[src/rtl/reg_arb_pkg.sv]
// rtl/reg_arb_pkg.sv - shared widths, requester count and port FSM states for the register-port arbiter
//
// Purpose : common definitions imported by reg_arb_port and reg_port_arb.
// Contents: REG_DW   - default register data width
//           REG_AW   - default register address width (8 registers)
//           NUM_REQ  - number of requesters sharing the register-file port
//           port_state_e - per-requester FSM states {IDLE, RSP_PEND}

package reg_arb_pkg;

    localparam int REG_DW  = 16;
    localparam int REG_AW  = 3;
    localparam int NUM_REQ = 2;

    typedef enum logic {
        IDLE     = 1'b0,
        RSP_PEND = 1'b1
    } port_state_e;

endpackage

[src/rtl/reg_arb_port.sv]
// rtl/reg_arb_port.sv - per-requester response FSM and read-data register
//
// Purpose : tracks whether a read response is outstanding for one requester and
//           holds the captured read data until the requester accepts it.
// Ports   : Clk        - clock, rising edge
//           Reset      - synchronous, active-high
//           rd_hs      - read handshake for this requester this cycle
//           rd_data    - register-file read data to capture on rd_hs
//           rsp_ready  - requester accepts the response
//           rsp_valid  - response outstanding (also blocks further grants)
//           rsp_rdata  - captured read data, stable while rsp_valid

module reg_arb_port
    import reg_arb_pkg::*;
#(
    parameter int DW = REG_DW
) (
    input  logic          Clk,
    input  logic          Reset,
    input  logic          rd_hs,
    input  logic [DW-1:0] rd_data,
    input  logic          rsp_ready,
    output logic          rsp_valid,
    output logic [DW-1:0] rsp_rdata
);

    port_state_e   state_q;
    port_state_e   state_d;
    logic [DW-1:0] rdata_q;

    always_ff @(posedge Clk) begin
        if (Reset) begin
            state_q <= IDLE;
        end else begin
            state_q <= state_d;
        end
    end

    always_comb begin
        state_d = state_q;
        case (state_q)
            IDLE:     if (rd_hs)     state_d = RSP_PEND;
            RSP_PEND: if (rsp_ready) state_d = IDLE;
            default:                 state_d = IDLE;
        endcase
    end

    // The arbiter never grants a requester in RSP_PEND, so rd_hs only occurs
    // from IDLE and the captured data cannot change while the response waits.
    always_ff @(posedge Clk) begin
        if (Reset) begin
            rdata_q <= '0;
        end else if (rd_hs) begin
            rdata_q <= rd_data;
        end
    end

    assign rsp_valid = (state_q == RSP_PEND);
    assign rsp_rdata = rdata_q;

endmodule

[src/rtl/reg_port_arb.sv]
// rtl/reg_port_arb.sv - two-requester arbiter in front of a single register-file port
//
// Purpose : grants at most one requester per cycle onto the register-file
//           write/read select lines; writes complete at the grant edge, reads
//           return data one cycle after the grant through reg_arb_port.
// Macro   : REG_ARB_RR_EN - defined: round-robin arbitration;
//                           undefined: fixed priority, requester 0 wins.
// Ports   : Clk, Reset               - clock and synchronous active-high reset
//           req_valid/req_ready      - per-requester request handshake
//           req_we/req_addr/req_wdata - per-requester command fields
//           rsp_valid/rsp_ready/rsp_rdata - per-requester read response
//           rf_dr/rf_ld/rf_busresult - register-file write select/enable/data
//           rf_sr1/rf_sr1_out        - register-file read select/combinational data

module reg_port_arb
    import reg_arb_pkg::*;
#(
    parameter int DW = REG_DW,
    parameter int AW = REG_AW
) (
    input  logic                          Clk,
    input  logic                          Reset,
    input  logic [NUM_REQ-1:0]            req_valid,
    output logic [NUM_REQ-1:0]            req_ready,
    input  logic [NUM_REQ-1:0]            req_we,
    input  logic [NUM_REQ-1:0][AW-1:0]    req_addr,
    input  logic [NUM_REQ-1:0][DW-1:0]    req_wdata,
    output logic [NUM_REQ-1:0]            rsp_valid,
    input  logic [NUM_REQ-1:0]            rsp_ready,
    output logic [NUM_REQ-1:0][DW-1:0]    rsp_rdata,
    output logic [AW-1:0]                 rf_dr,
    output logic [AW-1:0]                 rf_sr1,
    output logic                          rf_ld,
    output logic [DW-1:0]                 rf_busresult,
    input  logic [DW-1:0]                 rf_sr1_out
);

    logic [NUM_REQ-1:0] eligible;
    logic [NUM_REQ-1:0] grant;
    logic [NUM_REQ-1:0] rd_hs;
    logic               sel;

    // A requester with a response outstanding stays ineligible through the
    // accept cycle, since rsp_valid only drops at the following edge.
    assign eligible = req_valid & ~rsp_valid & {NUM_REQ{~Reset}};

`ifdef REG_ARB_RR_EN
    logic rr_ptr;

    always_comb begin
        grant = eligible;
        if (&eligible) begin
            grant = rr_ptr ? 2'b10 : 2'b01;
        end
    end

    // After a grant the pointer favours the requester that was not served.
    always_ff @(posedge Clk) begin
        if (Reset) begin
            rr_ptr <= 1'b0;
        end else if (|grant) begin
            rr_ptr <= grant[0];
        end
    end
`else
    always_comb begin
        grant = eligible;
        if (&eligible) begin
            grant = 2'b01;
        end
    end
`endif

    assign req_ready = grant;
    assign sel       = grant[1];

    always_comb begin
        rf_ld        = 1'b0;
        rf_dr        = '0;
        rf_sr1       = '0;
        rf_busresult = '0;
        rd_hs        = '0;
        if (|grant) begin
            if (req_we[sel]) begin
                rf_ld        = 1'b1;
                rf_dr        = req_addr[sel];
                rf_busresult = req_wdata[sel];
            end else begin
                rf_sr1     = req_addr[sel];
                rd_hs[sel] = 1'b1;
            end
        end
    end

    for (genvar i = 0; i < NUM_REQ; i++) begin : g_port
        reg_arb_port #(
            .DW (DW)
        ) u_port (
            .Clk       (Clk),
            .Reset     (Reset),
            .rd_hs     (rd_hs[i]),
            .rd_data   (rf_sr1_out),
            .rsp_ready (rsp_ready[i]),
            .rsp_valid (rsp_valid[i]),
            .rsp_rdata (rsp_rdata[i])
        );
    end

endmodule
[config.mk]
export PLATFORM = sky130hd
export DESIGN_NAME = reg_port_arb
export DESIGN_NICKNAME = d
export VERILOG_FILES = /design/src/rtl/reg_arb_pkg.sv /design/src/rtl/reg_arb_port.sv /design/src/rtl/reg_port_arb.sv
export SDC_FILE = /design/constraint.sdc
export NUM_CORES = 1
export LEC_CHECK = 0
export CAP_MARGIN = 20
export CORE_AREA = 2 2 73 75
export DETAILED_ROUTE_END_ITERATION = 12
export DIE_AREA = 0 0 75 77
export PLACE_DENSITY = 0.78
export SETUP_SLACK_MARGIN = 0.02
export SLEW_MARGIN = 10
export SYNTH_ARGS = -nofsm -noshare
export SYNTH_HDL_FRONTEND = slang
export SYNTH_SLANG_ARGS = --single-unit
[constraint.sdc]
create_clock -name Clk -period 1.8 [get_ports Clk]
set_clock_uncertainty 0.15 [all_clocks]
set_input_delay 0.36 -clock Clk [delete_from_list [all_inputs] [get_ports Clk]]
set_output_delay 0.36 -clock Clk [all_outputs]
set_load 0.01 [all_outputs]
Word-level counts from Yosys, hierarchy flattened
Index checks and enable logic that the tools add are counted.
- bits in registers: 34
- bits in latches: 0
- memory bits (writable): 0
- ROM bits: 0
- word-level logic and storage cells: 40
- memories: 0
- add/subtract/negate cells: 0
- $mul: 0
- div/mod/pow operators: 0
- magnitude comparators: 2
- equal/unequal tests: 0
- shift operators: 0
- muxes and demuxes: 25
- bitwise gates (word level): 6
- reduce and logical (&&, ||, !) cells: 3
- operators by type and width (cell ; count):
    two-way mux 16 bit ; 4
    two-way mux 3 bit ; 6
    two-way mux 1 bit ; 9
    two-way mux 2 bit ; 3
    bitwise AND 2 bit ; 2
    case mux 1 bit (2 select lines) ; 2
    inverter 1 bit ; 3
    < comparator 1 x 2 -> 1 bit (second input constant) ; 1
    inverter 2 bit ; 1
    AND reduction 2 bit ; 1
    OR reduction 2 bit ; 1
    demux 1 bit (select 1 bit) ; 1
    >= comparator 1 bit (second input constant) ; 1
    logical AND 1 bit ; 1

Longest topological paths before layout
Gate-level depths: netlist of the first run.
- depth in word-level cells: 13
- gate-level depth with buffers: 6
- depth with buffers taken out: 3

Cells and area by module
A second synthesis of the first run with hierarchy kept.
- cells, all modules: 157
- area, all modules: 1601.5 µm²
- by module, submodules not included (module ; instances ; cells an instance ; area each (µm²) ; sequential area each (µm²)):
    reg_arb_port ; 2 ; 55 ; 613.1 ; 340.3
    reg_port_arb ; 1 ; 47 ; 375.4 ; 0.0

Worst setup path before layout of the first run
Ideal clock, no wire load.
- kind: input to output
- start point: input port req_we[1]
- end point: output port rf_busresult[0]
- arrival: 1.236 ns
- required time: 1.290 ns
- slack: 0.054 ns
- cell stages on the path: 5
- path buffers: 3
- cells stage by stage: clkbuf_1 and4_4 buf_6 buf_6 a22o_1
- cells in the longest elaborated chain, start to end: 4
- RTL lines (item ; line ; source):
    from (decl) ; reg_port_arb.sv:25 ; input logic [NUM_REQ-1:0] req_we,
    two-way mux 1 bit (not written as such) (2 in a row) ; reg_port_arb.sv:84 ; if (req_we[sel]) begin
    two-way mux 16 bit ; reg_port_arb.sv:84 ;
    two-way mux 16 bit ; reg_port_arb.sv:83 ; if (|grant) begin
    to (decl) ; reg_port_arb.sv:34 ; output logic [DW-1:0] rf_busresult,
No other way between the ends. The select of a mux whose other input is x is not followed.

Final worst setup path of the first run
- start point: register g_port[0].u_port.state_q
- end point: output port rf_busresult[14]
- cells in the longest elaborated chain, start to end: 9
- RTL lines (item ; line ; source):
    from (decl) ; reg_arb_port.sv:27 ; port_state_e state_q;
    from (signal assigned) ; reg_arb_port.sv:35 ; state_q <= state_d;
    inverter 2 bit (*) ; reg_port_arb.sv:45 ; assign eligible = req_valid & ~rsp_valid & {NUM_REQ{~Reset}};
    bitwise AND 2 bit (*) (2 in a row) ; reg_port_arb.sv:45 ;
    AND reduction 2 bit ; reg_port_arb.sv:68 ; if (&eligible) begin
    two-way mux 2 bit (*) ; reg_port_arb.sv:68 ;
    two-way mux 16 bit (not written as such) or two-way mux 1 bit (tied branches) (2 in a row) ; reg_port_arb.sv:87, reg_port_arb.sv:84 ;
    two-way mux 16 bit ; reg_port_arb.sv:84 ;
    two-way mux 16 bit (*) ; reg_port_arb.sv:83 ;
Mark *: on every way between the ends. The rest lies on a longest branch, timed or not. The select of a mux whose other input is x is not followed.

==> out/results.md, run 1 <==
| Step | Item | Reported |
|---|---|---|
| outcome | Status | finished with violations |
| outcome | Failing checks | negative setup slack |
| timing | Sum of negative setup slack | -6.00 ns |
| synth | Post-synthesis cell type with the largest combined area | sky130_fd_sc_hd__dfxtp_1 |
| global routing | Maximum number of pins on one net before global-route repair | 18 |
| synth | Total nets after synthesis | 256 |
| floorplan | Core footprint | 0.00498 mm² |
| setup path | Max FO, Critical Path | 5 |
| layout | Number of nets at the end of the flow | 408 |
| synth | Instance count of the mapped netlist | 194 |
| setup path | Sort of element at the end of the critical path | output pin |
| floorplan | Boundary pin count | 121 |
| drt | Detailed Route WL | 7540 µm |
| timing | Minimum period implied by the final worst setup slack | 2.10 ns |
| power and ir drop | Power density over the cells | 662 mW/mm² |
| global routing | GR Util met1 | 26.2% |
| setup path | Critical Path AT | 1.59 ns |
| placed design | Placed instance area | 0.00295 mm² |
| timing | Endpoints failing setup | 24 |
| timing | Final hold violation count | 0 |
| global routing | Number of antenna violations at the first check in global routing | 1 |
| setup path | List of cells traversed by the critical path | nand2b_4 > and4_4 > buf_6 > buf_6 > a22o_1 > buf_6 |
| placed design | Routability cong. | 0.802 |
| clock tree | Total clock buffers created by CTS | 5 |
| power and ir drop | IR drop worst, VDD | 489 µV |
| synth | Synth area leaders | sky130_fd_sc_hd__dfxtp_1 (42%), sky130_fd_sc_hd__a22o_1 (12%), sky130_fd_sc_hd__o311ai_0 (8.6%), sky130_fd_sc_hd__o21ai_0 (7.0%), sky130_fd_sc_hd__a21oi_1 (5.8%) |
| job | Max_cap viols | 0 |
| clock tree | TritonCTS clock tree | built |
| layout | Post-route core utilization | 67.7% |
| drt | Vias | 2234 |
| floorplan | Number of core rows | 26 |
| layout | Layout cells sized above 1 | 27.1% |
| timing | Worst max-slew margin expressed relative to the limit | 78.5% |
| synth | Netlist area before placement | 0.00164 mm² |
| clock tree | Count of H-tree levels built during CTS | 2 |
| clock tree | Clock sinks | 34 |
| timing | FMAX | 476 MHz |
| clock tree | Latest clock arrival within the worst-skew pair | 0.29 ns |
| global routing | Met3 usage in global routing | 8.94% |
| layout | Layout overhead on the synthesized area | 106% |
| timing | Pin slew with the least headroom to its limit | 0.318 ns |
| synth | Number of enable flip-flop cells after synthesis | 0 |
| power and ir drop | Static Leakage | 1.42 nW |
| timing | Setup repair after global routing missed its margin | true |
| layout | Count of fill cells added during filler insertion | 407 |
| global routing | First-pass GRT wire length | 11000 µm |
| layout | Final Non-Filler Cells | 418 |
| synth | Number of storage elements in the synthesis netlist | 34 |
| floorplan | Total die area | 0.00578 mm² |
| drt | Avg WL per Cell | 18.0 µm |
| setup path | CP startpoint kind | flop |
| floorplan | Die Span X | 75 µm |
| setup path | Most Frequent Cell on Critical Path | sky130_fd_sc_hd__buf_6 |
| power and ir drop | Overall power consumption | 2.23 mW |
| global routing | Total overflow reported by the global router | 0 |
| setup path | Buffers plus inverters on the worst setup path | 3 |
| setup path | Critical Path Max Stage Delay | 0.34 ns |
| placed design | Buffers added on ports | 120 |
| timing | Period utilisation layout | 117% |
| global routing | GR peak layer | met2 |
| drt | Vias per cell | 5.34 |
| timing | Number of max-slew violations in the final report | 0 |
| drt | Post-route antenna net violation count | 0 |
| min path | Worst hold path type | flop to flop |
| synth | Portion of synthesized cell area occupied by the leading cell type | 41.6% |
| drt | TritonRoute pass-1 iters | 4 |
| synth | Mapped Avg Cell Area | 8.44 µm² |
| setup path | Top Family by Delay on Critical Path | simple AND/OR/NAND/NOR gates |
| clock tree | CTS root buf | sky130_fd_sc_hd__clkbuf_8 |
| setup path | Max stage delay cell, worst path | sky130_fd_sc_hd__dfxtp_4 |
| drt | Initial drt markers | 80 |
| clock tree | Bufs on Longest Clock Path | 2 |
| global routing | GR met2 Demand/Resource | 42.3% |
| placed design | Worst slack at placement | -0.880 ns |
| synth | Synth warnings | 0 |
| clock tree | Count of hold buffers inserted by post-cts repair | 0 |
| global routing | Total routing resource utilization after global routing | 25.0% |
| timing | Least setup slack across all paths after layout | -0.299 ns |
| clock tree | Clock slew at reported path FFs | 0.06 ns |
| synth | Share of async-settable or async-resettable flops after synthesis | 0% |
| setup path | Crit path required time | 1.29 ns |
| setup path | Critical setup path kind | flop to output pin |
| placed design | Post-placement cell count | 383 |
| synth | Main synth FF type | sky130_fd_sc_hd__dfxtp_1 |
| drt | Number of design rule violations left after detail routing | 0 |
| layout | Final design area excluding fillers | 0.00337 mm² |
| synth | Unique masters post-synth | 23 |
| synth | Sequential cell area fraction in the yosys report | 41.6% |
| floorplan | Die height | 77 µm |
| floorplan | Initial core utilization | 32.9% |
| global routing | Number of global-route vias before repair | 2151 |
| timing | Final hold slack | 0.323 ns |
| placed design | Total half-perimeter wirelength after legalization and detailed placement | 4540 µm |
-- logic make-up after synthesis --
family	synth area share (%)
AO/OA/AOI/OAI	35.9
flip-flops	41.6
AND/OR/NAND/NOR	10.6
buffers and inverters	11.9
-- repair_timing --
action                     in CTS  in global routing
buffers inserted               17                  2
resized for setup             144                 13
setup endpoints to repair      26                 41
pin swaps                      23                  2
cloned                          6                  1
-- where the power goes --
part	switching, mW	total, mW	internal (mW)
Clock	0.286	0.877	0.591
Sequential	0.0169	0.801	0.784
Combinational	0.231	0.551	0.320
Total	0.534	2.23	1.70
-- sequential cells by signal, summed over array words and instances, names as in the netlist --
| signal | cells |
|---|---|
| g_port.u_port.rsp_valid | 2 |
| g_port.u_port.rsp_rdata | 32 |
-- worst min-delay path, stage by stage, from the launching register on --
cell and delay, ns:
sky130_fd_sc_hd__dfxtp_1 0.30, sky130_fd_sc_hd__o21ai_0 0.06, sky130_fd_sc_hd__a21oi_1 0.06
-- Yosys cell counts (3+ instances only) --
cell,n
sky130_fd_sc_hd__nor2_1,3
sky130_fd_sc_hd__nand2b_1,3
sky130_fd_sc_hd__dfxtp_1,34
sky130_fd_sc_hd__a21oi_1,19
sky130_fd_sc_hd__o21ai_0,23
sky130_fd_sc_hd__buf_4,3
sky130_fd_sc_hd__o21ai_1,9
sky130_fd_sc_hd__o311ai_0,16
sky130_fd_sc_hd__clkbuf_1,9
sky130_fd_sc_hd__nand2_1,17
sky130_fd_sc_hd__buf_6,5
sky130_fd_sc_hd__a22o_1,22
sky130_fd_sc_hd__inv_1,17
-- final cells by class --
type                            count  area, µm²  area share, %
Timing Repair Buffer              159       1490           44.3
Multi-Input combinational cell    128        891           26.4
Sequential cell                    34        686           20.4
Tap cell                           70       87.6           2.60
Clock buffer                        6       82.6           2.45
Inverter                           18       67.6           2.01
Clock inverter                      2       60.1           1.78
Antenna cell                        1       2.50         0.0743
-- placed cells by master (no fill, tap or decap), drive strengths merged, types with 2 or more instances in the layout --
cell type / synthesis / routed
clkbuf: 11 / 6
nand2: 17 / 17
dlygate4sd2: 0 / 7
o21ai: 32 / 32
inv: 18 / 18
bufinv: 0 / 2
a21oi: 19 / 19
a22o: 22 / 22
dfxtp: 34 / 34
buf: 9 / 64
nor3: 2 / 2
nand2b: 3 / 3
and4: 1 / 4
nor2: 3 / 3
and3: 2 / 5
clkdlybuf4s50: 0 / 88
nor2b: 2 / 2
nand3: 2 / 2
o311ai: 16 / 16
-- routing by layer --
layer,up-vias,share of wire [%]
li1,1028,-
met1,1059,35
met2,116,50
met3,31,9.5
met4,0,4.5
met5,-,0
-- worst paths after layout --
| check | startpoint | end | slack, ns | depth (start not counted) |
|---|---|---|---|---|
| setup / recovery | g_port[0].u_port.rsp_valid | rf_busresult[14] | -0.30 | 6 |
| hold reg to reg | g_port[0].u_port.rsp_rdata[6] | g_port[0].u_port.rsp_rdata[6] | 0.32 | 2 |
| hold / removal | g_port[0].u_port.rsp_rdata[6] | g_port[0].u_port.rsp_rdata[6] | 0.32 | 2 |
| setup reg to reg | g_port[0].u_port.rsp_valid | g_port[1].u_port.rsp_rdata[10] | 0.06 | 9 |
Power figures use the tool's default switching activity.
==> run 2: changes to the inputs <==
Settings changed: CORE_AREA 2 2 73 75 to 2 2 72 74, CTS_BUF_LIST from default to sky130_fd_sc_hd__clkbuf_8, DIE_AREA 0 0 75 77 to 0 0 74 76, PLACE_DENSITY 0.78 to 0.8.
==> out/results.md, run 2 (synthesis gave the netlist of run 1 again) <==
| Step | Item | Reported | vs previous |
|---|---|---|---|
| clock tree | Bufs on Longest Clock Path | 2 | unchanged |
| floorplan | Initial core utilization | 33.3% | +0.44 points |
| clock tree | TritonCTS clock tree | built |  |
| clock tree | Count of H-tree levels built during CTS | 2 | unchanged |
| layout | Diode insertion count for antenna repair | 0 | -1 |
| power and ir drop | Static Leakage | 1.34 nW | -6.1% |
| setup path | Critical setup path kind | flop to output pin |  |
| drt | TritonRoute pass-1 iters | 4 | unchanged |
| layout | Most frequent standard cell in the layout excluding fill and tap cells | sky130_fd_sc_hd__clkdlybuf4s50_1 |  |
| setup path | Max FO, Critical Path | 4 | -1 |
| placed design | Routability cong. | 0.819 | +2.0% |
| timing | Endpoints failing setup | 23 | -4.2% |
| drt | Vias per cell | 5.06 | -5.4% |
| outcome | Failing checks | negative setup slack |  |
| drt | Number of design rule violations left after detail routing | 0 | unchanged |
| layout | Number of nets at the end of the flow | 398 | -2.5% |
| drt | Post-route antenna net violation count | 0 | unchanged |
| clock tree | Latest clock arrival within the worst-skew pair | 0.28 ns | about the same |
| floorplan | Die height | 76 µm | -1.3% |
| floorplan | Core footprint | 0.00491 mm² | -1.3% |
| power and ir drop | IR drop worst, VDD | 612 µV | +25% |
| drt | Initial drt markers | 75 | -6.3% |
| global routing | Number of global-route vias before repair | 1973 | -8.3% |
| timing | Period utilisation layout | 111% | -6.0 points |
| floorplan | Boundary pin count | 121 | unchanged |
| timing | Final hold violation count | 0 | unchanged |
| floorplan | Number of core rows | 26 | unchanged |
| global routing | Maximum number of pins on one net before global-route repair | 18 | unchanged |
| setup path | Critical Path AT | 1.48 ns | -0.11 ns |
| clock tree | Count of hold buffers inserted by post-cts repair | 0 | unchanged |
| setup path | Sort of element at the end of the critical path | output pin |  |
| timing | Final hold slack | 0.327 ns | +0.00452 ns |
| timing | Least setup slack across all paths after layout | -0.191 ns | +0.108 ns |
| min path | Worst hold path type | flop to flop |  |
| layout | Highest-count cells in the layout ignoring fill and taps | sky130_fd_sc_hd__clkdlybuf4s50_1 (88), sky130_fd_sc_hd__dfxtp_1 (32), sky130_fd_sc_hd__o21ai_0 (23), sky130_fd_sc_hd__buf_2 (23) |  |
| layout | Layout overhead on the synthesized area | 91.4% |  |
| power and ir drop | Power density over the cells | 594 mW/mm² | -10% |
| timing | Worst max-slew margin expressed relative to the limit | 75.2% | -3.3 points |
| floorplan | Total die area | 0.00562 mm² | -2.6% |
| global routing | First-pass GRT wire length | 9830 µm | -11% |
| timing | Setup repair after global routing missed its margin | true |  |
| global routing | Total overflow reported by the global router | 0 | unchanged |
| placed design | Total half-perimeter wirelength after legalization and detailed placement | 4910 µm | +8.2% |
| drt | Avg WL per Cell | 16.3 µm | -9.6% |
| clock tree | Clock sinks | 34 | unchanged |
| outcome | Status | finished with violations |  |
| clock tree | Total clock buffers created by CTS | 5 | unchanged |
| timing | FMAX | 502 MHz | +5.4% |
| drt | Vias | 2058 | -7.9% |
| placed design | Buffers added on ports | 120 | unchanged |
| clock tree | CTS root buf | sky130_fd_sc_hd__clkbuf_8 |  |
| timing | Number of max-slew violations in the final report | 0 | unchanged |
| global routing | Number of antenna violations at the first check in global routing | 0 | -1 |
| layout | Flip-flop count of the largest register after layout | 32 | unchanged |
| floorplan | Die Span X | 74 µm | -1.3% |
| layout | Final Non-Filler Cells | 407 | -2.6% |
| drt | Detailed Route WL | 6640 µm | -12% |
| setup path | CP startpoint kind | flop |  |
| timing | Pin slew with the least headroom to its limit | 0.367 ns | +0.0487 ns |
| layout | Layout cells sized above 1 | 24.0% | -3.1 points |
| timing | Minimum period implied by the final worst setup slack | 1.99 ns | -0.108 ns |
| clock tree | Clock slew at reported path FFs | 0.07 ns | about the same |
| setup path | Crit path required time | 1.29 ns | about the same |
| global routing | Total routing resource utilization after global routing | 22.7% | -2.3 points |
| placed design | Post-placement cell count | 387 | +1.0% |
| job | Max_cap viols | 0 | unchanged |
-- run 2: worst paths after layout --
check                                 from                       endpoint  slack [ns]  cells past startpoint
max             g_port[0].u_port.rsp_valid                rf_busresult[7]       -0.19                      5
min          g_port[0].u_port.rsp_rdata[5]  g_port[0].u_port.rsp_rdata[5]        0.33                      2
min reg2reg  g_port[0].u_port.rsp_rdata[5]  g_port[0].u_port.rsp_rdata[5]        0.33                      2
max reg2reg     g_port[0].u_port.rsp_valid  g_port[1].u_port.rsp_rdata[6]        0.16                      7
-- run 2: power by group --
group	internal, mW	switching (mW)	total, mW
sequential	0.786	0.0157	0.801
clock	0.303	0.259	0.562
combinational	0.289	0.209	0.499
-- run 2: per-layer routing --
layer | global-route usage (%) | vias up | wire length [µm]
met3 | 5.69 | 16 | 464
met4 | 10.7 | 0 | 256
met2 | 40.8 | 100 | 3470
met1 | 24.0 | 945 | 2450
li1 | - | 997 | -
met5 | 0 | - | 0
-- run 2: metrics by stage --
step / total power, mW / TNS, ns / worst slack, ns / util, % / instance area, µm²
after global routing: 1.96 / -4.79 / -0.236 / 63.8 / 3130
after global placement: 1.29 / -23.25 / -0.905 / 60.7 / 2980
after CTS: 1.87 / -3.13 / -0.162 / 62.4 / 3070
final: 1.86 / -3.39 / -0.191 / 63.8 / 3130
after floorplan: 0.981 / 0 / 0.0541 / - / 1640
after detailed placement: 1.30 / -25.55 / -0.951 / 60.7 / 2980
-- run 2: layout make-up --
| cell class | instances | area (µm²) |
|---|---|---|
| Multi-Input combinational cell | 124 | 827 |
| Fill cell | 433 | 1780 |
| Clock buffer | 6 | 82.6 |
| Inverter | 18 | 67.6 |
| Tap cell | 70 | 87.6 |
| Clock inverter | 2 | 8.76 |
| Sequential cell | 34 | 683 |
| Timing Repair Buffer | 153 | 1380 |
-- run 2: worst max-delay path: stages (launching register included) --
cell and delay [ns]:
sky130_fd_sc_hd__dfxtp_2 0.35, sky130_fd_sc_hd__nand2b_4 0.15, sky130_fd_sc_hd__and4_4 0.27, sky130_fd_sc_hd__buf_6 0.12, sky130_fd_sc_hd__a22o_1 0.18, sky130_fd_sc_hd__buf_2 0.15
-- run 2: what timing repair did --
| item | CTS | global route |
|---|---|---|
| buffers inserted | 8 | 3 |
| endpoints found under the setup margin | 26 | 25 |
| gates cloned | 2 | 0 |
| resized for setup | 122 | 14 |
| pin swaps | 12 | 8 |
==> run 3: changes to the inputs <==
Settings changed: CORE_AREA 2 2 72 74 to 2 2 73 75, CTS_BUF_LIST sky130_fd_sc_hd__clkbuf_8 to default, DIE_AREA 0 0 74 76 to 0 0 75 77, PLACE_DENSITY 0.8 to 0.78, REMOVE_ABC_BUFFERS from default to 1, TNS_END_PERCENT from default to 30.
==> out/results.md, run 3 (synthesis gave the netlist of run 1 again) <==
| Step | Item | Reported | vs previous |
|---|---|---|---|
| layout | Diode insertion count for antenna repair | 0 | unchanged |
| setup path | Critical Path Max Stage Delay | 0.34 ns | about the same |
| power and ir drop | Power density over the cells | 624 mW/mm² | +5.1% |
| global routing | Total routing resource utilization after global routing | 22.7% | -0.055 points |
| outcome | Failing checks | negative setup slack |  |
| global routing | Number of global-route vias before repair | 2034 | +3.1% |
| setup path | Buffers plus inverters on the worst setup path | 2 | unchanged |
| power and ir drop | IR drop worst, VDD | 618 µV | +1.0% |
| power and ir drop | Overall power consumption | 2.03 mW | +9.1% |
| setup path | Most Frequent Cell on Critical Path | sky130_fd_sc_hd__buf_6 |  |
| timing | Worst max-slew margin expressed relative to the limit | 78.5% | +3.3 points |
| timing | Period utilisation layout | 113% | +1.9 points |
| drt | Avg WL per Cell | 15.9 µm | -2.7% |
| timing | Setup repair after global routing missed its margin | true |  |
| placed design | Placed instance area | 0.00296 mm² | -0.67% |
| setup path | Beginning of the critical path | g_port[0].u_port.rsp_valid |  |
| layout | Number of nets at the end of the flow | 405 | +1.8% |
| outcome | Status | finished with violations |  |
| floorplan | Core footprint | 0.00498 mm² | +1.3% |
| layout | Most frequent standard cell in the layout excluding fill and tap cells | sky130_fd_sc_hd__clkdlybuf4s50_1 |  |
| setup path | Critical Path AT | 1.52 ns | +0.04 ns |
| timing | Sum of negative setup slack | -3.66 ns | -0.271 ns |
| setup path | Max stage delay cell, worst path | sky130_fd_sc_hd__dfxtp_2 |  |
| timing | Least setup slack across all paths after layout | -0.225 ns | -0.0337 ns |
| floorplan | Boundary pin count | 121 | unchanged |
| layout | Count of fill cells added during filler insertion | 422 | -2.5% |
| power and ir drop | Static Leakage | 1.37 nW | +2.8% |
| setup path | Max FO, Critical Path | 7 | +3 |
| layout | Highest-count cells in the layout ignoring fill and taps | sky130_fd_sc_hd__clkdlybuf4s50_1 (88), sky130_fd_sc_hd__dfxtp_1 (32), sky130_fd_sc_hd__buf_4 (24) |  |
| global routing | Number of antenna violations at the first check in global routing | 0 | unchanged |
| timing | Number of max-slew violations in the final report | 0 | unchanged |
| setup path | Startpoint of the most critical register-to-register path | g_port[0].u_port.rsp_valid |  |
| global routing | First-pass GRT wire length | 10200 µm | +3.7% |
| clock tree | CTS root buf | sky130_fd_sc_hd__clkbuf_8 |  |
| clock tree | Latest clock arrival within the worst-skew pair | 0.28 ns | about the same |
| clock tree | Count of H-tree levels built during CTS | 2 | unchanged |
| job | Max_cap viols | 0 | unchanged |
| setup path | Critical setup path kind | flop to output pin |  |
| layout | Final design area excluding fillers | 0.00325 mm² | +3.8% |
| clock tree | Total clock buffers created by CTS | 5 | unchanged |
| floorplan | Number of core rows | 26 | unchanged |
| timing | Final hold violation count | 0 | unchanged |
| clock tree | Count of hold buffers inserted by post-cts repair | 0 | unchanged |
| setup path | List of cells traversed by the critical path | nand2b_4 > and4_4 > buf_6 > a22o_1 > buf_6 |  |
| global routing | Total overflow reported by the global router | 0 | unchanged |
| placed design | Total half-perimeter wirelength after legalization and detailed placement | 4320 µm | -12% |
| setup path | Worst-case register-to-register setup slack | 0.18 ns | +0.02 ns |
| setup path | Top Family by Delay on Critical Path | simple AND/OR/NAND/NOR gates |  |
| floorplan | Die Span X | 75 µm | +1.4% |
| setup path | Sort of element at the end of the critical path | output pin |  |
| drt | Detailed Route WL | 6560 µm | -1.3% |
| drt | Vias | 2054 | -0.19% |
| drt | Initial drt markers | 42 | -44% |
| placed design | Worst slack at placement | -0.897 ns | +0.0545 ns |
| setup path | CP startpoint kind | flop |  |
| timing | Endpoints failing setup | 24 | +4.3% |
| floorplan | Initial core utilization | 32.9% | -0.44 points |
| drt | Number of design rule violations left after detail routing | 0 | unchanged |
| layout | Layout overhead on the synthesized area | 98.6% |  |
| min path | Worst hold path type | flop to flop |  |
| timing | Minimum period implied by the final worst setup slack | 2.03 ns | +0.0337 ns |
| clock tree | Clock slew at reported path FFs | 0.07 ns | about the same |
| placed design | Routability cong. | 0.834 | +1.9% |
| clock tree | Clock sinks | 34 | unchanged |
| layout | Flip-flop count of the largest register after layout | 32 | unchanged |
| clock tree | TritonCTS clock tree | built |  |
| drt | Vias per cell | 4.97 | -1.6% |
| placed design | Buffers added on ports | 120 | unchanged |
| min path | HP Start | g_port[0].u_port.rsp_rdata[1] |  |
| drt | Post-route antenna net violation count | 0 | unchanged |
| floorplan | Total die area | 0.00578 mm² | +2.7% |
| layout | Layout cells sized above 1 | 26.2% | +2.2 points |
| drt | TritonRoute pass-1 iters | 4 | unchanged |
| floorplan | Die height | 77 µm | +1.3% |
| clock tree | Bufs on Longest Clock Path | 2 | unchanged |
| setup path | Crit path required time | 1.29 ns | about the same |
| timing | Pin slew with the least headroom to its limit | 0.322 ns | -0.0454 ns |
| global routing | Maximum number of pins on one net before global-route repair | 19 | +1 |
| timing | FMAX | 494 MHz | -1.7% |
run 3: cell count changes in the layout (fill, tap and decap cells not counted), sizes merged:
cell / before / now
clkinv: 1 / 0
clkdlybuf4s15: 3 / 2
and4: 1 / 4
bufinv: 0 / 1
buf: 57 / 60
inv: 19 / 18
dlygate4sd2: 4 / 5
clkinvlp: 0 / 1
and3: 4 / 5
clkbuf: 7 / 6
run 3: layer usage:
layer	vias up	wire length, µm	track usage, %
li1	1014	-	-
met1	950	2740	27.3
met2	85	3180	38.1
met3	5	601	7.62
met4	0	34	5.54
met5	-	0	0
run 3: tightest hold or removal path, cell delays in order (launching register included):
cell	delay, ns
sky130_fd_sc_hd__dfxtp_1	0.30
sky130_fd_sc_hd__o21ai_0	0.06
sky130_fd_sc_hd__a21oi_1	0.06
run 3: final cells by class:
cell class,instances,area [µm²],area share (%)
repair buffers,155,1410,43.5
multi-input cells,128,881,27.1
flip-flops and latches,34,683,21.0
well taps,70,87.6,2.69
clock buffers,6,82.6,2.54
inverters,18,67.6,2.08
clock inverters,1,30.0,0.923
repair inverters,1,7.51,0.231
run 3: stage by stage:
step           hold slack [ns]  instances  util, %
2_1_floorplan            0.279        174        -
3_3_place_gp             0.308        386     59.6
3_5_place_dp             0.316        386     59.6
4_1_cts                  0.325        410     64.8
5_1_grt                  0.348        413     65.4
6_report                 0.323        413     65.4
run 3: path summary, 6_finish.rpt:
path / depth (start not counted) / to
setup reg to reg: 7 / g_port[1].u_port.rsp_rdata[15]
setup / recovery: 5 / rf_dr[2]
hold / removal: 2 / g_port[0].u_port.rsp_rdata[1]
hold reg to reg: 2 / g_port[0].u_port.rsp_rdata[1]
run 3: power by group:
part           switching, mW  internal (mW)  leakage, nW
clock network          0.265          0.443       0.0573
logic                  0.216          0.306         1.04
registers             0.0162          0.786        0.278
run 3: repair_timing:
item	4_1_cts	5_1_grt
buffers inserted	10	3
gates resized for setup	150	2
gates cloned	7	0
setup endpoints to repair	26	25
pin swaps	15	8
==> patch 1: new RTL, config.mk and constraints of run 3 <==
Build with the macro `REG_ARB_RR_EN` defined.
--- a/src/rtl/reg_port_arb.sv
+++ b/src/rtl/reg_port_arb.sv
@@ -11,6 +11,8 @@
 //           rsp_valid/rsp_ready/rsp_rdata - per-requester read response
 //           rf_dr/rf_ld/rf_busresult - register-file write select/enable/data
 //           rf_sr1/rf_sr1_out        - register-file read select/combinational data
+
+`define REG_ARB_RR_EN
 
 module reg_port_arb
     import reg_arb_pkg::*;
Behaviour: not the same (a bounded check fails within 4 cycles, from zero or initial values and one cycle with Reset high).
==> patch 1 against run 3 <==
The flow still finishes with violations (setup timing). Register-to-register slack got worse by 240 ps. Power is 2.0% higher. Synthesized area increased by 17%. Sequential cell count up 1. Worst setup slack worse by 350 ps. Maximum frequency shrank 15%. Wire length rose by 21%. Cell area increased by 18%. Core utilization up 12 points. Critical path type is now in -> out. Critical endpoint is now rf_busresult[2].
==> patch 1: results <==
[outcome]
status = "finished, violations left"
violations = "setup timing"

[yosys]
synth_area_leaders = "dfxtp_1, mux2i_1, o32ai_1"
netlist-cell-type-count = 33
synthTopCellsByCount = "dfxtp_1, nand2_1, inv_1"
synth-seq-area-share = 0.367
synth-edff-count = 0
async_reset_ff_frac = 0

[clock_network]
clock_path_buffers = 2
cts_max_level = 2
path_clk_slew_ps = 70

[worst_hold_path]
hold_depth = 2
min_from = "g_port[1].u_port.rsp_rdata[9]"
hp-class = "reg -> reg"

[drt]
avgViaCountPerCell = 5.42
routed_wl_um = 7930
drt_iter0_drc = 81

[placed_design]
hpwlAfterDp_um = 4570
portBuffers = 120
globalplace.congestion = 0.758
post_dp_cell_area_mm2 = 0.00334
place_ws_ps = -1280

[pwr]
power_switching_mw = 0.598
leakage_nw = 1.54
peakVddDrop_uv = 517

[setup_path]
r2r_start = "g_port[1].u_port.rsp_valid"
cp.arrival_ps = 1870
cp_slowest_stage_delay_ps = 300
worst_path_max_delay_cell = "dlygate4sd2_1"
rr_worst_depth = 5
cp_top_family = "buffers and inverters"
cp-startpoint = "Reset"
cp_max_fo = 10

[global_route]
grt_pass1_vias = 2343
antenna_found_initial = 0
grtUsageTotal = 0.257
grt_pass1_wl_um = 11600
grt_max_degree = 49

[timing]
finalSetupTns_ps = -11430
finalWorstSetupSlack_ps = -579
worst_pin_slew_ps = 420
setup_violations = 42

[final_layout]
finalNetCount = 436
antenna_cells = 0
drive_gt1_frac = 0.301
==> patch 1: changes by cell type in the layout (fill, tap and decap cells not counted), moves of 4 or more <==
cell / before / now
o21ai_0: 23 / 4
buf_12: 1 / 7
buf_6: 13 / 9
a21oi_1: 18 / 2
o32ai_4: 0 / 8
mux2i_1: 0 / 17
and3_4: 5 / 0
buf_4: 24 / 30
a22o_1: 22 / 0
nand3_1: 2 / 18
o32ai_2: 0 / 9
and4_4: 4 / 0
nand2_1: 17 / 33
==> patch 1: logic make-up (layout without fill, tap and decap cells) <==
| family | count (synthesis) | after routing | share of synthesized area |
|---|---|---|---|
| AND/OR/NAND/NOR | 70 | 70 | 0.187 |
| AO/OA/AOI/OAI | 61 | 61 | 0.248 |
| buffers and inverters | 46 | 192 | 0.110 |
| flip-flops | 35 | 35 | 0.367 |
| multiplexers | 17 | 17 | 0.0891 |
==> patch 1: timing repair <==
action,CTS,global route
setup endpoints to repair,47,42
endpoints found under the hold margin,0,0
pin swaps,15,8
cloned,4,0
resized for setup,159,16
setup buffers,8,4
==> patch 1: area by class of cell <==
cell class	instances	area, um2
clock buffer	7	76.3
clock inverter	1	5.00
fill	320	1140
inverter	20	80.1
multi-input combinational	148	1300
sequential	35	707
tap	70	87.6
timing repair buffer	164	1590
==> patch 1: worst register-to-register path, stage by stage, from the launching register on <==
cell and delay (ps):
dfxtp_4 380, buf_4 110, and3b_1 200, buf_4 200, or4_4 560, o21ai_0 200
==> patch 1: power by group through the flow <==
stage	clock network [mW]	logic [mW]	registers, mW
floorplan	0	0.173	0.854
global placement	0	0.549	0.838
detailed placement	0	0.555	0.839
CTS	0.557	0.654	0.822
global route	0.595	0.746	0.826
finish	0.544	0.705	0.823
==> patch 1: per-layer routing <==
layer	global-route usage	part of all wire	vias up
met2	0.454	0.50	133
met5	0	0	-
met3	0.113	0.13	23
li1	-	-	1130
met4	0.0893	0.029	0
met1	0.259	0.34	1126
==> patch 1: path summary, 6_finish.rpt <==
kind                                    endpoint  slack [ps]
setup / recovery                 rf_busresult[2]        -580
hold / removal     g_port[1].u_port.rsp_rdata[9]         310
setup reg to reg  g_port[0].u_port.rsp_rdata[13]         -60
hold reg to reg    g_port[1].u_port.rsp_rdata[9]         310
==> patch 1: per-stage QoR <==
step	power, mW	instances
after floorplan	1.03	203
after global placement	1.39	422
after detailed placement	1.39	422
after CTS	2.03	442
after global routing	2.17	445
final	2.07	445
==> patch 2: new RTL, flow settings as in run 3 <==
Without the edit above. The package constant `REG_AW` goes from 3 to 5.
--- a/src/rtl/reg_arb_pkg.sv
+++ b/src/rtl/reg_arb_pkg.sv
@@ -9,7 +9,7 @@
 package reg_arb_pkg;
 
     localparam int REG_DW  = 16;
-    localparam int REG_AW  = 3;
+    localparam int REG_AW  = 5;
     localparam int NUM_REQ = 2;
 
     typedef enum logic {
Interface: changed (resized req_addr, rf_dr and rf_sr1); port bits go from 121 to 129. No check against the original RTL was run, so the function may have changed too.
==> patch 2 against run 3 <==
The flow still finishes with violations (setup timing). Cell area down 0.31%. Wire length up 4.3%. Worst hold slack worse by 29 ps. Synthesized cell count rose by 2.1%. Maximum frequency is 0.39% lower. Power fell by 6.7%. Count of clock-buffer cells in the layout unchanged. Cell count unchanged. Worst setup slack worse by 7.9 ps. Synthesized area rose by 3.0%. Sequential cell count stayed put. Critical endpoint is now rf_busresult[8]. Largest power group unchanged.
==> patch 2: results <==
[yosys]
synth-seq-area-share = 0.404
netlist-cell-type-count = 25

[final_layout]
nNonClkBuffers = 158
drive_gt1_frac = 0.239
fill_cells = 436
finalNetCount = 410

[setup_path]
cp_top_family = "buffers and inverters"
crit_end = "rf_busresult[8]"
r2r_slack_ps = 270
r2r_start = "g_port[1].u_port.rsp_valid"

[placed_design]
globalplace.congestion = 0.759
portBuffers = 128

[drt]
route.met3.wl_um = 789
dr_wl_met2_um = 3390
wl_met1_um = 2540
drt_iter0_drc = 57

[global_route]
grt_max_degree = 20
grt_pass1_vias = 2096
grt_pass1_wl_um = 10400
grtUsageTotal = 0.236

[pwr]
peakVddDrop_uv = 638
sw_frac_of_total = 0.269
power_frac_comb = 0.279

[worst_hold_path]
min_from = "Reset"

[outcome]
violations = "setup timing"
status = "finished, violations left"

[timing]
finalSetupTns_ps = -5150
finalWorstSetupSlack_ps = -233
setup_violations = 27

[clock_network]
cts_resized = 142
[patch 2: cell count changes after synthesis, sizes merged]
cell | run 3 | this run
clkbuf | 11 | 3
a22o | 22 | 26
buf | 9 | 17
[patch 2: layer usage]
layer / vias to the layer above / track usage
li1: 1016 / -
met1: 1000 / 0.252
met2: 106 / 0.412
met3: 10 / 0.101
met4: 0 / 0.0661
met5: - / 0
[patch 2: through the flow]
stage	util	setup slack, ps	area, um2	power [mW]	std cells
floorplan	-	-381	1560	0.965	178
finish	0.652	-233	3240	1.90	413
global route	0.652	-284	3240	1.98	413
detailed placement	0.628	-910	3120	1.34	397
CTS	0.649	-265	3230	1.90	413
global placement	0.628	-889	3120	1.33	397
[patch 2: cells by family (layout without fill, tap and decap cells)]
kind of cell / after synthesis / count (layout) / synth area share
AO/OA/AOI/OAI: 93 / 93 / 0.369
buffers and inverters: 38 / 182 / 0.115
flip-flops: 34 / 34 / 0.404
AND/OR/NAND/NOR: 33 / 34 / 0.112
